[src/rtl/router_input_port.sv]
// Mesh router input port: an even and an odd single-entry VC buffer.
// The XY route is computed as each flit is written, and polarity selects which VC is presented.
module router_input_port #(
   parameter logic [3:0] X_POS      = 4'd0,
   parameter logic [3:0] Y_POS      = 4'd0,
   parameter int         DATA_WIDTH = 64
) (
   input  logic                  clk,
   input  logic                  reset,
   input  logic                  polarity,
   input  logic                  in_valid,
   input  logic [DATA_WIDTH-1:0] in_data,
   output logic [1:0]            in_ready,
   output logic [4:0]            req,
   output logic [DATA_WIDTH-1:0] out_data,
   input  logic                  gnt,
   output logic                  err
);

   logic [1:0]            valid_q, valid_d;
   logic [DATA_WIDTH-1:0] data_q  [2];
   logic [DATA_WIDTH-1:0] data_d  [2];
   logic [4:0]            route_q [2];
   logic [4:0]            route_d [2];
   logic                  err_q, err_d;
   logic                  in_vc;

   // Route bit order is {UP, DOWN, LEFT, RIGHT, PE}; X is resolved before Y.
   function automatic logic [4:0] xy_route(input logic [3:0] dest_x, input logic [3:0] dest_y);
      logic [4:0] r;
      if (dest_x > X_POS)      r = 5'b00010;
      else if (dest_x < X_POS) r = 5'b00100;
      else if (dest_y > Y_POS) r = 5'b10000;
      else if (dest_y < Y_POS) r = 5'b01000;
      else                     r = 5'b00001;
      return r;
   endfunction

   assign in_vc = in_data[63];

   always_comb begin
      valid_d = valid_q;
      data_d  = data_q;
      route_d = route_q;
      err_d   = err_q;
      if (in_valid && !valid_q[in_vc]) begin
         valid_d[in_vc] = 1'b1;
         data_d[in_vc]  = in_data;
         route_d[in_vc] = xy_route(in_data[51:48], in_data[47:44]);
      end
      // A write to a VC requires it empty and a grant requires it full, so the two never collide.
      if (gnt) begin
         if (valid_q[polarity]) valid_d[polarity] = 1'b0;
         else                   err_d = 1'b1;
      end
   end

   always_ff @(posedge clk) begin
      if (reset) begin
         valid_q    <= 2'b00;
         data_q[0]  <= '0;
         data_q[1]  <= '0;
         route_q[0] <= 5'b00000;
         route_q[1] <= 5'b00000;
         err_q      <= 1'b0;
      end else begin
         valid_q <= valid_d;
         data_q  <= data_d;
         route_q <= route_d;
         err_q   <= err_d;
      end
   end

   assign in_ready = ~valid_q;
   assign req      = valid_q[polarity] ? route_q[polarity] : 5'b00000;
   assign out_data = data_q[polarity];
   assign err      = err_q;

endmodule

[config.mk]
export PLATFORM = sky130hd
export DESIGN_NAME = router_input_port
export DESIGN_NICKNAME = d
export VERILOG_FILES = /design/src/rtl/router_input_port.sv
export SDC_FILE = /design/constraint.sdc
export NUM_CORES = 1
export LEC_CHECK = 0
export BUFFER_PORTS_ARGS = -buffer_cell sky130_fd_sc_hd__clkbuf_2
export CAP_MARGIN = 20
export CORE_AREA = 3 3 107 109
export CTS_BUF_LIST = sky130_fd_sc_hd__clkbuf_16
export DETAILED_ROUTE_END_ITERATION = 10
export DIE_AREA = 0 0 110 112
export PLACE_DENSITY = 0.77
export SYNTH_ARGS = -nofsm -noshare
export SYNTH_HDL_FRONTEND = slang
export SYNTH_SLANG_ARGS = --single-unit
[constraint.sdc]
create_clock -name clk -period 1.6 [get_ports clk]
set_input_delay 0.24 -clock clk [delete_from_list [all_inputs] [get_ports clk]]
set_output_delay 0.24 -clock clk [all_outputs]
set_load 0.03 [all_outputs]
==> metrics.txt, run 1 <==
Worst-path clk slew 60 ps; PnR worst setup slack 49.3 ps; Root Driver clkbuf_16; critical path capture point type output port; HPWL after DPL 9240 um; first-pass GRT wire length 23,000 um; commonest cells after routing, fill and taps aside nand2_1, dfxtp_1, clkbuf_2; ANT nets after route 0; TritonCTS Buffers 17; GRT met1 Usage 29.4%; Max Transition Viols Final 0; core area 0.0107 mm^2; Leak Pwr 0.00296 uW; Worst-Skew Late Latency 410 ps; M2 GR Usage 39.2%; layout cells sized above 1 31.0%; power share of the clock group 43.5%; CTS tree done; Total Routed Length 14,000 um; Starting Density 52.0%; row cnt 38; Die W 110 um; post-cts sizing count 6; number of global-route vias before repair 4,876; DIE HEIGHT 112 um; initial antenna violation count 0; Clock Sinks 137; Final GP Congestion 0.776; mapped cell area 0.00556 mm^2; fin area 0.00698 mm^2; crit path DAT 1310 ps; Comb power frac 12.3%; WS Path Type flip-flop to output port; nets 868; Place WS 96.6 ps; FF+latch count, synth 137; fin util 65.3%; most common cell after layout, fill and taps aside nand2_1; endpoints failing setup 0; post-synthesis cell type count 25; Tmin final 1550 ps; Final Skew 6.25 ps; total track usage 23.5%; DR pass1 iterations 5; P per Cell Area 1190 mW/mm^2; P_sw 2100 uW; max_cap viols 0; crit start category flip-flop; RSZ-0062 raised after global routing yes; Post-route DRC 0; Hold Path Class input pin to flip-flop; vias per inst 5.29; Synth warnings 0; outcome finished clean; DR WL/cell 14.7 um; H-Tree Depth 4; data required time of the worst path 1360 ps; Post-CTS Setup Inserts 0; period utilization 96.9%; Max Root-Sink Buffers 2; busiest grt layer met2; Max Freq 0.645 GHz; Seq/Total Area, Yosys 49.3%; hold-fix buffers at CTS 0; number of I/O port buffers 138; crit path max fanout 5; die area 0.0123 mm^2; Post-Place Cell Area 0.00642 mm^2; Reg power frac 44.2%; final hold violation count 0; Boundary Pins 141; design internal power 6190 uW; Post-Syn Area per Cell 8.20 um^2; Overflow after GRT 0; Post-Syn Instances 678; fraction of power spent switching nets 25.3%; largest net degree at the start of global routing 69; DR vias 5,040; Max rail drop VDD 0.648 mV; diode count 0; DR iter-0 viols 338; Syn-to-layout area delta 25.6%; FILL cells 915; M3 GR Usage 7.36%
[critical path, stage by stage (launching register included)]
cell     delay [ps]
dfxtp_4         370
buf_4           130
nand2_1          50
o21ai_0         160
buf_4           200
[cell families (layout without fill, tap and decap cells)]
logic type | after synthesis | count (layout) | synth area share [%]
other cells | 1 | 2 | 0.0675
simple gates | 278 | 278 | 19.8
buf+inv | 58 | 191 | 4.88
mux | 65 | 65 | 13.1
compound gates | 139 | 139 | 12.8
flops | 137 | 137 | 49.3
[synthesized netlist by cell type, drive strengths merged]
| cell type | count | area [um^2] |
|---|---|---|
| nand2 | 256 | 961 |
| o21ai | 4 | 20.0 |
| a211oi | 2 | 15.0 |
| nor2 | 6 | 22.5 |
| or3b | 1 | 8.76 |
| nand3b | 5 | 37.5 |
| inv | 3 | 11.3 |
| nand3 | 3 | 15.0 |
| mux2i | 1 | 10.0 |
| nor4 | 2 | 12.5 |
| mux2 | 64 | 721 |
| or4 | 1 | 7.51 |
| and3b | 1 | 8.76 |
| conb | 1 | 3.75 |
| nand2b | 1 | 6.26 |
| o31ai | 4 | 30.0 |
| dfxtp | 137 | 2740 |
| clkbuf | 26 | 97.6 |
| buf | 29 | 163 |
| a21oi | 129 | 646 |
| nor3b | 2 | 20.0 |
[layer usage]
metal | share of wire, % | vias up
li1 | - | 2482
met1 | 41 | 2347
met2 | 49 | 199
met3 | 8.4 | 12
met4 | 0.79 | 0
met5 | 0 | -
[registers in the layout (all words and copies together) (netlist names)]
signal / flops
route_q: 6
err: 1
data_q: 128
valid_q: 2
[worst paths after layout]
check,startpoint,end,slack [ps],depth (start not counted)
setup / recovery,valid_q[0],req[0],50,4
hold / removal,in_data[19],data_q[83],60,3
setup reg to reg,valid_q[0],route_q[9],140,3
hold reg to reg,data_q[102],data_q[102],450,2
[layout make-up]
class                           count  area (um^2)  area share [%]
Sequential cell                   137         2750            39.4
Multi-Input combinational cell    484         2560            36.7
Timing Repair Buffer              156          942            13.5
Clock buffer                       17          425            6.09
Tap cell                          140          175            2.51
Clock inverter                     15          120            1.72
Inverter                            3         11.3           0.161
[power by group through the flow]
| stage | registers (uW) | clock network (uW) | logic, uW |
|---|---|---|---|
| after detailed placement | 3730 | 0 | 1020 |
| final | 3660 | 3610 | 1020 |
| after floorplan | 3710 | 0 | 682 |
| after global placement | 3720 | 0 | 995 |
| after global routing | 3670 | 3830 | 1120 |
| after CTS | 3660 | 3660 | 1030 |
[metrics by stage]
stage / hold slack [ps] / power [uW] / std cells / setup TNS [ps]
3_3_place_gp: 438 / 4720 / 920 / 0
2_1_floorplan: 376 / 4390 / 679 / 0
3_5_place_dp: 444 / 4750 / 920 / 0
6_report: 62.0 / 8290 / 952 / 0
5_1_grt: 57.5 / 8630 / 952 / -1.10
4_1_cts: 49.4 / 8350 / 952 / 0
Power figures use the tool's default switching activity.
==> inputs of run 2 (changes only) <==
--- a/config.mk
+++ b/config.mk
@@ -11,7 +11,7 @@
 export CTS_BUF_LIST = sky130_fd_sc_hd__clkbuf_16
 export DETAILED_ROUTE_END_ITERATION = 10
 export DIE_AREA = 0 0 110 112
-export PLACE_DENSITY = 0.77
+export PLACE_DENSITY = 0.74
 export SYNTH_ARGS = -nofsm -noshare
 export SYNTH_HDL_FRONTEND = slang
 export SYNTH_SLANG_ARGS = --single-unit
==> run 2 against run 1 <==
  * Global-route usage rose by 0.33 points
  * Maximum frequency is 2.3% higher
  * Setup slack improved by 34 ps
==> metrics.txt, run 2 (synthesized netlist as in run 1, its figures left out) <==
Boundary Pins 141 (unchanged); number of I/O port buffers 138 (unchanged); Worst-path clk slew 60 ps (about the same); DIE HEIGHT 112 um (unchanged); P per Cell Area 1210 mW/mm^2 (+1.6%); hold-fix buffers at CTS 0 (unchanged); initial antenna violation count 0 (unchanged); commonest cells after routing, fill and taps aside nand2_1, dfxtp_1, clkbuf_2; DR vias 5,015 (-0.50%); setup tns final 0 ps (unchanged); data required time of the worst path 1360 ps (about the same); Clock Sinks 137 (unchanged); Reg power frac 43.2% (-1.0 points); DR pass1 iterations 5 (unchanged); max_cap viols 0 (unchanged); Post-route DRC 0 (unchanged); Worst R2R Path Depth 3 (unchanged); WS Path Type flip-flop to output port; crit start category flip-flop; Top reg by flops data_q; Syn-to-layout area delta 26.2%; number of global-route vias before repair 4,968 (+1.9%); max reg flops 128 (unchanged); outcome finished clean; Critical Path Start valid_q[0]; row cnt 38 (unchanged); power share of the clock group 44.6% (+1.1 points); Max Root-Sink Buffers 2 (unchanged); Max Transition Viols Final 0 (unchanged); TritonCTS Buffers 17 (unchanged); most common cell after layout, fill and taps aside nand2_1; Leak Pwr 0.00297 uW (+0.33%); R2R Path End route_q[5]; crit path max fanout 7 (+2); RR Startpoint valid_q[0]; Final GP Congestion 0.737 (-5.0%); final hold violation count 0 (unchanged); R2R setup slack 180 ps (+40 ps); Overflow after GRT 0 (unchanged); RSZ-0062 raised after global routing no; first-pass GRT wire length 23,300 um (+1.1%); largest net degree at the start of global routing 59 (-14%); design internal power 6350 uW (+2.6%); vias per inst 5.26 (-0.60%); largest registers data_q (128), route_q (6), valid_q (2); endpoints failing setup 0 (unchanged); Die W 110 um (unchanged); DR WL/cell 14.9 um (+0.94%); Final Skew 7.50 ps (+1.26 ps); Root Driver clkbuf_16; area of the multi-input gates 0.00256 mm^2 (+0.15%); Total Routed Length 14,200 um (+1.0%); period utilization 94.8% (-2.2 points); fin util 65.6% (+0.30 points); H-Tree Depth 4 (unchanged); die area 0.0123 mm^2 (unchanged); Post-CTS Setup Inserts 0 (unchanged); Max rail drop VDD 0.733 mV (+13%); Tmin final 1520 ps (-34.5 ps); diode count 0 (unchanged); Reg area 0.00274 mm^2 (-0.14%); layout cells sized above 1 31.0% (-0.038 points); Max Freq 0.660 GHz (+2.3%); HPWL after DPL 9350 um (+1.3%); fraction of power spent switching nets 24.9% (-0.41 points); Worst-Skew Late Latency 410 ps (about the same); ANT nets after route 0 (unchanged); DR iter-0 viols 329 (-2.7%); crit path DAT 1280 ps (-30 ps); total track usage 23.8% (+0.33 points); crit path to req[0]; Comb power frac 12.2% (about the same); FILL cells 920 (+0.55%); core area 0.0107 mm^2 (unchanged); Hold Path Class input pin to flip-flop; nets 869 (+0.12%); CTS tree done; P_sw 2110 uW (+0.42%); critical path capture point type output port; Starting Density 52.0% (unchanged)
[run 2: cell count changes in the layout (fill, tap and decap cells not counted), sizes merged]
cell    change
bufinv      +1
clkinv      -1
buf         +1
[run 2: through the flow]
stage | cell area (um^2) | setup slack [ps] | hold slack [ps] | std cells | power (uW)
6_report | 7010 | 83.7 | 64.1 | 953 | 8460
4_1_cts | 7010 | 2.73 | 51.3 | 953 | 8510
3_3_place_gp | 6420 | 175 | 438 | 921 | 4720
2_1_floorplan | 5560 | 14.4 | 376 | 679 | 4390
3_5_place_dp | 6420 | 79.3 | 444 | 921 | 4760
5_1_grt | 7010 | 17.6 | 61.4 | 953 | 8780
[run 2: critical path: stages, from the launching register on]
cell and delay [ps]:
dfxtp_1 340, buf_6 140, nand2_1 70, o21ai_2 170
buf_6 160
[run 2: how the worst min path moves through the flow]
stage,start,to,depth (start not counted)
6_report,in_data[30],data_q[94],3
5_1_grt,in_data[22],data_q[22],3
4_1_cts,in_data[31],data_q[95],3
3_5_place_dp,data_q[61],data_q[61],2
3_3_place_gp,data_q[33],data_q[33],2
2_1_floorplan,in_data[0],data_q[0],2
[run 2: power groups by stage]
| stage | clock network [uW] | registers (uW) | logic, uW |
|---|---|---|---|
| floorplan | 0 | 3710 | 682 |
| global placement | 0 | 3710 | 1010 |
| detailed placement | 0 | 3720 | 1030 |
| CTS | 3820 | 3650 | 1040 |
| global route | 3980 | 3670 | 1130 |
| finish | 3770 | 3650 | 1030 |
[run 2: timing repair]
action                                  CTS  global route
pin swaps                                 0             0
resized for setup                         8             6
endpoints found under the setup margin    3             3
[run 2: final cells by class]
cell class | instances | area share, %
well taps | 140 | 2.50
clock inverters | 15 | 2.05
repair buffers | 157 | 13.6
inverters | 3 | 0.161
clock buffers | 17 | 6.06
multi-input cells | 484 | 36.6
flip-flops and latches | 137 | 39.1
[run 2: metal layers]
layer,wire length (um),global-route usage [%],up-vias
li1,-,-,2480
met1,5980,29.4,2363
met2,6930,39.3,157
met3,1070,7.94,15
met4,182,6.57,0
met5,0,0,-
==> inputs of run 3 (changes only) <==
--- a/config.mk
+++ b/config.mk
@@ -7,11 +7,11 @@
 export LEC_CHECK = 0
 export BUFFER_PORTS_ARGS = -buffer_cell sky130_fd_sc_hd__clkbuf_2
 export CAP_MARGIN = 20
-export CORE_AREA = 3 3 107 109
-export CTS_BUF_LIST = sky130_fd_sc_hd__clkbuf_16
+export CORE_AREA = 3 3 105 107
+export CTS_BUF_LIST = sky130_fd_sc_hd__clkbuf_8
 export DETAILED_ROUTE_END_ITERATION = 10
-export DIE_AREA = 0 0 110 112
-export PLACE_DENSITY = 0.74
+export DIE_AREA = 0 0 108 110
+export PLACE_DENSITY = 0.77
 export SYNTH_ARGS = -nofsm -noshare
 export SYNTH_HDL_FRONTEND = slang
 export SYNTH_SLANG_ARGS = --single-unit
==> run 3 against run 2 <==
  * Via count grew 0.34%
  * Highest routed layer unchanged
  * Count of clock-buffer cells in the layout grew 5
  * Power shrank 9.7%
  * Sequential power is essentially flat
  * Sequential share of layout area grew 1.0 points
==> metrics.txt, run 3 (synthesized netlist as in run 1, its figures left out) <==
outcome finished clean; Boundary Pins 141 (unchanged); Die W 108 um (-1.8%); layout cells sized above 1 31.4% (+0.36 points); ANT nets after route 0 (unchanged); Post-route DRC 0 (unchanged); DR pass1 iterations 5 (unchanged); crit path cell chain buf_6 > nand2_1 > o21ai_1 > clkbuf_4; data required time of the worst path 1360 ps (about the same); Max rail drop VDD 0.624 mV (-15%); max_cap viols 0 (unchanged); FILL cells 843 (-8.4%); crit path max fanout 4 (-3); DR iter-0 viols 364 (+11%); Starting Density 54.3% (+2.4 points); Critical Path Start valid_q[0]; DR vias 5,032 (+0.34%); nets 866 (-0.35%); Total Routed Length 14,000 um (-0.93%); largest net degree at the start of global routing 55 (-6.8%); commonest cells after routing, fill and taps aside nand2_1, dfxtp_1, clkbuf_2; initial antenna violation count 0 (unchanged); Final GP Congestion 0.815 (+11%); area of the multi-input gates 0.00256 mm^2 (-0.15%); vias per inst 5.32 (+1.1%); Reg power frac 47.8% (+4.6 points); Comb power frac 13.4% (+1.2 points); Tmin final 1540 ps (+23.2 ps); DIE HEIGHT 110 um (-1.8%); critical path capture point type output port; hold-fix buffers at CTS 0 (unchanged); Overflow after GRT 0 (unchanged); RSZ-0062 raised after global routing no; most common cell after layout, fill and taps aside nand2_1; core area 0.0102 mm^2 (-4.4%); Final Skew 7.62 ps (+0.115 ps); number of I/O port buffers 138 (unchanged); endpoints failing setup 0 (unchanged); max reg flops 128 (unchanged); DR WL/cell 14.8 um (-0.20%); Worst-Skew Late Latency 420 ps (about the same); diode count 0 (unchanged); Hold Path Class input pin to flip-flop; Leak Pwr 0.00290 uW (-2.6%); TritonCTS Buffers 17 (unchanged); Max Transition Viols Final 0 (unchanged); Max Freq 0.650 GHz (-1.5%); Max Root-Sink Buffers 2 (unchanged); crit start category flip-flop; final hold violation count 0 (unchanged); Power, Total 7640 uW (-9.7%); H-Tree Depth 4 (unchanged); power share of the clock group 38.8% (-5.8 points); cell count after placement 913 (-0.87%); CP max stage delay 340 ps (about the same); RR Startpoint valid_q[0]; first-pass GRT wire length 22,500 um (-3.5%); crit path max-delay cell type dfxtp_2; Root Driver clkbuf_8; Post-Layout Cell Count 946 (-0.73%); period utilization 96.2% (+1.4 points); Top reg by flops data_q; Reg area 0.00275 mm^2 (about the same); total track usage 23.8% (about the same); setup tns final 0 ps (unchanged); largest registers data_q (128), route_q (6), valid_q (2); WS Path Type flip-flop to output port; Clock Sinks 137 (unchanged); Syn-to-layout area delta 22.9%; crit path DAT 1300 ps (+20 ps); Worst-path clk slew 70 ps (about the same); CTS tree done; hold_sp in_data[52]; fraction of power spent switching nets 25.8% (+0.84 points); row cnt 37 (-2.6%); HPWL after DPL 9090 um (-2.8%); P per Cell Area 1120 mW/mm^2 (-7.3%); design internal power 5670 uW (-11%); P_sw 1970 uW (-6.6%); number of global-route vias before repair 4,761 (-4.2%); fin util 66.8% (+1.2 points); worst hold margin 45.5 ps (-18.6 ps); die area 0.0119 mm^2 (-3.6%)
## run 3: cell types whose count changed in the layout (fill, tap and decap cells not counted), moves of 2 or more
cell / before / now
buf_4: 13 / 8
clkinv_1: 3 / 0
clkbuf_8: 0 / 22
clkbuf_16: 17 / 0
clkbuf_4: 0 / 2
inv_1: 7 / 5
## run 3: final cells by class
type | count | area share (%)
tap | 136 | 2.49
clock inverter | 10 | 1.79
sequential | 137 | 40.2
inverter | 3 | 0.165
timing repair buffer | 154 | 13.5
multi-input combinational | 484 | 37.5
clock buffer | 22 | 4.43
## run 3: what timing repair did
action,in CTS,in global routing
cloned,0,0
endpoints found under the setup margin,3,1
setup buffers,1,0
resized for setup,8,1
## run 3: worst max-delay path, delay by kind of cell (launching register included)
| family | cells | cell delay [ps] |
|---|---|---|
| buffers and inverters | 2 | 330 |
| AO/OA/AOI/OAI | 1 | 150 |
| flip-flops | 1 | 340 |
| AND/OR/NAND/NOR | 1 | 60 |
## run 3: metrics by stage
stage          worst slack (ps)  instance area, um^2
2_1_floorplan              14.4                 5560
3_3_place_gp                177                 6390
3_5_place_dp                125                 6390
4_1_cts                    25.2                 6830
5_1_grt                    11.9                 6830
6_report                   60.6                 6830
## run 3: power groups by stage
| stage | combinational (uW) | sequential (uW) | clock [uW] |
|---|---|---|---|
| after floorplan | 682 | 3710 | 0 |
| after global placement | 990 | 3720 | 0 |
| after detailed placement | 1020 | 3730 | 0 |
| after CTS | 1030 | 3650 | 3010 |
| after global routing | 1120 | 3670 | 3170 |
| final | 1030 | 3650 | 2970 |
## run 3: final timing paths
path                endpoint  slack [ps]  cells after the start
setup / recovery      req[0]          60                      4
hold / removal    data_q[52]          50                      3
setup reg to reg  route_q[6]         130                      6
hold reg to reg   data_q[54]         450                      2
## run 3: layer usage
layer	vias up	part of all wire, %	GRT usage [%]	wire length (um)
met3	15	7.4	6.76	1040
met5	-	0	0	0
met2	188	49	39.6	6830
met4	0	1.3	7.48	179
met1	2354	43	30.0	5970
li1	2475	-	-	-
